==> config.mk <==
export PLATFORM = sky130hd
export DESIGN_NAME = div_sequencer
export DESIGN_NICKNAME = d
export VERILOG_FILES = /design/src/rtl/div_sequencer_pkg.sv /design/src/rtl/div_step.sv /design/src/rtl/div_sequencer.sv
export SDC_FILE = /design/constraint.sdc
export NUM_CORES = 1
export LEC_CHECK = 0
export BUFFER_PORTS_ARGS = -buffer_cell sky130_fd_sc_hd__buf_2
export CAP_MARGIN = 20
export CORE_MARGIN = 3
export CORE_UTILIZATION = 60
export DETAILED_ROUTE_END_ITERATION = 10
export GPL_TIMING_DRIVEN = 1
export HOLD_SLACK_MARGIN = 0.02
export PLACE_DENSITY = 0.88
export SYNTH_ARGS = -nofsm -noshare
export SYNTH_HDL_FRONTEND = slang
export SYNTH_SLANG_ARGS = --single-unit
==> constraint.sdc <==
create_clock -name clock -period 3.4 [get_ports clock]
set_clock_uncertainty 0.05 [all_clocks]
set_input_delay 0.34 -clock clock [delete_from_list [all_inputs] [get_ports clock]]
set_output_delay 0.34 -clock clock [all_outputs]
set_load 0.02 [all_outputs]
==> src/rtl/div_sequencer_pkg.sv <==
// Shared multdiv definitions: default sizes, divider state encoding and the
// most-negative operand constant.
package div_sequencer_pkg;

  localparam int unsigned DIV_WIDTH = 32;
  localparam int unsigned DIV_CNT_W = 6;

  localparam logic [31:0] INT_MIN = 32'h8000_0000;

  typedef enum logic [1:0] {
    IDLE = 2'd0,
    RUN  = 2'd1,
    FIX  = 2'd2
  } div_state_t;

endpackage

==> src/rtl/div_step.sv <==
// One restoring shift/subtract iteration over the {remainder, quotient} register.
module div_step
  import div_sequencer_pkg::*;
#(
  parameter int unsigned WIDTH = DIV_WIDTH
) (
  input  logic [2*WIDTH-1:0] work,
  input  logic [WIDTH-1:0]   divisor,
  output logic [2*WIDTH-1:0] work_next_c
);

  // Upper half after the shift, kept one bit wider so the carry-out is not lost.
  logic [WIDTH:0]   partial;
  logic             fits;
  logic [WIDTH-1:0] diff;

  assign partial = work[2*WIDTH-1:WIDTH-1];
  assign fits    = partial >= {1'b0, divisor};
  assign diff    = WIDTH'(partial - {1'b0, divisor});

  always_comb begin
    work_next_c = '0;
    work_next_c = {(fits ? diff : partial[WIDTH-1:0]), work[WIDTH-2:0], fits};
  end

endmodule

==> src/rtl/div_sequencer.sv <==
// Iterative signed divide controller: latches operands on ctrl_DIV, runs WIDTH
// restoring iterations, sign-corrects the quotient and pulses data_resultRDY.
module div_sequencer
  import div_sequencer_pkg::*;
#(
  parameter int unsigned WIDTH = DIV_WIDTH,
  parameter int unsigned CNT_W = DIV_CNT_W
) (
  input  logic             clock,
  input  logic             reset_n,
  input  logic             ctrl_DIV,
  input  logic [WIDTH-1:0] data_operandA,
  input  logic [WIDTH-1:0] data_operandB,
  output logic [WIDTH-1:0] data_result,
  output logic             data_exception,
  output logic             data_resultRDY,
  output logic             busy
);

  localparam logic [WIDTH-1:0] MIN_NEG   = {1'b1, {(WIDTH-1){1'b0}}};
  localparam logic [CNT_W-1:0] LAST_STEP = CNT_W'(WIDTH - 1);

  div_state_t         state;
  logic [CNT_W-1:0]   cnt;
  logic [2*WIDTH-1:0] work;
  logic [2*WIDTH-1:0] work_next_c;
  logic [WIDTH-1:0]   divisor;
  logic               sign;

  logic [WIDTH-1:0]   a_abs_c;
  logic [WIDTH-1:0]   b_abs_c;
  logic               b_zero_c;
  logic               overflow_c;
  logic [WIDTH-1:0]   quotient_c;

  // Magnitudes; |INT_MIN| is representable because the datapath is unsigned.
  always_comb begin
    a_abs_c    = data_operandA[WIDTH-1] ? WIDTH'(-data_operandA) : data_operandA;
    b_abs_c    = data_operandB[WIDTH-1] ? WIDTH'(-data_operandB) : data_operandB;
    b_zero_c   = (data_operandB == '0);
    overflow_c = (data_operandA == MIN_NEG) && (&data_operandB);
    quotient_c = sign ? WIDTH'(-work[WIDTH-1:0]) : work[WIDTH-1:0];
  end

  div_step #(
    .WIDTH (WIDTH)
  ) u_div_step (
    .work        (work),
    .divisor     (divisor),
    .work_next_c (work_next_c)
  );

  always_ff @(posedge clock) begin
    if (!reset_n) begin
      state          <= IDLE;
      cnt            <= '0;
      work           <= '0;
      divisor        <= '0;
      sign           <= 1'b0;
      data_result    <= '0;
      data_exception <= 1'b0;
      data_resultRDY <= 1'b0;
      busy           <= 1'b0;
    end else begin
      data_resultRDY <= 1'b0;
      case (state)
        IDLE: begin
          if (ctrl_DIV) begin
            // Exception cases complete in a single edge without leaving IDLE.
            if (b_zero_c) begin
              data_result    <= '0;
              data_exception <= 1'b1;
              data_resultRDY <= 1'b1;
            end else if (overflow_c) begin
              data_result    <= MIN_NEG;
              data_exception <= 1'b1;
              data_resultRDY <= 1'b1;
            end else begin
              work    <= {{WIDTH{1'b0}}, a_abs_c};
              divisor <= b_abs_c;
              sign    <= data_operandA[WIDTH-1] ^ data_operandB[WIDTH-1];
              cnt     <= '0;
              state   <= RUN;
              busy    <= 1'b1;
            end
          end
        end
        RUN: begin
          work <= work_next_c;
          cnt  <= CNT_W'(cnt + 1'b1);
          if (cnt == LAST_STEP) begin
            state <= FIX;
          end
        end
        FIX: begin
          data_result    <= quotient_c;
          data_exception <= 1'b0;
          data_resultRDY <= 1'b1;
          state          <= IDLE;
          busy           <= 1'b0;
        end
        default: begin
          state <= IDLE;
          busy  <= 1'b0;
        end
      endcase
    end
  end

endmodule

==> flow_summary.yaml <==
timing:
  worst_pin_slew_ns: 1.02
  fin_crit_sh: 0.953
  rsz0062_at_grt: "false"
  hold_slack_ns: 0.167
  fin_crit_ns: 3.24
  max_freq_mhz: 308
  maxSlewHeadroom: 0.319
  hold_viol_final: 0
  finalWorstSetupSlack_ns: 0.158
  setup_viol: 0
  finalMaxSlewViolations: 0
synthesis:
  synth.ff_latch_count: 140
  synth-edff-count: 0
  yosys-top-cells-area: "dfxtp_1 32%, xor2_1 7.4%, ha_1 5.3%, o21ai_0 5.2%, xnor2_1 4.7%"
  syn_nets: 1159
  yosysTopAreaCell: "dfxtp_1"
  synth_area_um2: 8810
  ys_warn_count: 0
  ys.flop_type: "dfxtp_1"
  avgSynthCellArea_um2: 8.36
  synth_top_area_frac: 0.318
  synth_cells: 1054
  async_flop_share: 0
  synthTopCellsByCount: "140 x dfxtp_1, 104 x nand2_1, 91 x o21ai_0"
  yosys.cell_count.top_type: "dfxtp_1"
  yosysUniqueCellTypes: 63
  synth-seq-area-share: 0.318
routing:
  viasPerCell: 6.55
  via_count: 8789
  dr.pass1.iters: 5
  drcViolationCount: 0
  ant_nets: 0
  avgRoutedWirePerCell_um: 18.5
  finalWirelength_mm: 24.8
  detail_route.iter0.violations: 785
cts:
  clockBufferDepth: 2
  insertion_delay_ns: 0.43
  cts-root-buf: "clkbuf_16"
  h-tree-depth: 4
  numCtsBuffers: 17
  cts.sinks: 140
  path_clk_slew_ns: 0.06
  ctsResizeCount: 0
  cts_tree: "yes"
  postCtsHoldBufs: 0
  cts_setup_buffers: 0
critical_path:
  critPathMaxFanout: 28
  path_class: "reg -> reg"
  cp.arrival_ns: 3.56
  r2r_slack_ns: 0.16
  critical_path_required_ns: 3.72
  end_kind: "flip-flop"
  critPathLaunchType: "flip-flop"
placed_design:
  routabilityCongestion: 0.964
  dpl_worst_slack_ns: -0.0365
  io_buffer_count: 101
  dp_hpwl_mm: 17.5
global_route:
  antenna_found_initial: 1
  overflow: 0
  grt_pass1_vias: 8428
  grt_max_degree: 47
  grt_pass1_wl_mm: 40.3
  grt_use_total: 0.304
final_layout:
  syn_to_final_growth_pct: 16.2
  nNetsFinal: 1253
  fill_cells: 1046
  drive_above_1_share: 0.159
floorplan:
  dieArea_um2: 16200
  initial_core_util: 0.625
  die_h_um: 127
  num_rows: 43
  core_um2: 14100
  die_w_um: 127
  io_pins: 102
power:
  p_total_w: 0.00556
  p_leak_nw: 4.46
  ir_worst_vdd_uv: 546
  power_density_nw_per_um2: 543
hold_path:
  hp-class: "in -> reg"
run_status:
  run_status: "completed"
run:
  cap_violations: 0
sequential cells by signal (all words and copies together), names as in the netlist:
register        cells
state               2
data_resultRDY      1
data_result        32
cnt                 6
data_exception      1
divisor            32
sign                1
work               64
busy                1
cells by family after synthesis:
group | Yosys count | synth area share
compound gates | 360 | 0.285
mux | 5 | 0.00568
fa+ha+maj | 38 | 0.0548
flops | 140 | 0.318
xor+xnor | 121 | 0.120
buf+inv | 113 | 0.0530
simple gates | 277 | 0.163
per-stage QoR:
stage               TNS (ns)  area, um^2  instances   util
floorplan                  0        8810       1054      -
detailed placement    -0.798        9630       1308  0.683
finish                     0       10200       1342  0.726
global placement           0        9630       1308  0.683
CTS                        0       10200       1340  0.725
global route               0       10200       1342  0.726
worst max-delay path, cell delays in order (launching register included):
cell and delay (ns):
dfxtp_1 0.33, inv_1 0.06, ha_1 0.43, nand4_1 0.16
nor4b_1 0.27, o21ai_0 0.18, nor3b_1 0.19, o211ai_1 0.54
a21oi_4 0.17, buf_12 0.21, nor4_1 0.37, a21oi_1 0.08
o21ai_1 0.12
cells in the final DEF, fill, tap and decap left out, types with 15 or more instances in the layout:
master     instances
or4_1             15
nor3_1            18
inv_1             49
clkbuf_16         17
o211a_1           29
xnor2_1           47
a22o_1            46
a21oi_1           40
nor2_1            30
o31ai_1           32
buf_4             31
a22oi_1           29
nand2_1          104
buf_2            101
xor2_1            74
o21ai_1           15
ha_1              37
dfxtp_1          140
o21ai_0           91
nand2b_1          16
nand4_1           18
layer usage:
layer  vias to the layer above  GRT usage  wire length, um
met5                         -          0                0
met4                         0      0.179             1450
met3                       105     0.0665             1790
met2                       467      0.522            12000
met1                      4139      0.347             9620
li1                       4078          -                -
power by group:
group	internal (W)	switching, W	total [W]
sequential	0.00175	0.000123	0.00187
combinational	0.000743	0.00108	0.00182
clock	0.00109	0.000771	0.00186
path summary, 6_finish.rpt:
| path | endpoint | from | depth (start not counted) |
|---|---|---|---|
| worst max-delay path | work[51] | divisor[12] | 12 |
| worst min-delay path | data_resultRDY | reset_n | 2 |
| worst max register to register | work[51] | divisor[12] | 12 |
| worst min register to register | data_exception | data_exception | 2 |
area by class of cell:
cell class | instances | area [um^2] | share of cell area
repair buffers | 139 | 873 | 0.0853
well taps | 180 | 225 | 0.0220
flip-flops and latches | 140 | 2800 | 0.274
clock inverters | 15 | 163 | 0.0159
multi-input cells | 801 | 5560 | 0.543
diodes | 1 | 2.50 | 0.000244
inverters | 49 | 184 | 0.0180
clock buffers | 17 | 425 | 0.0416
Note: power is estimated with default switching activity, not from simulation.
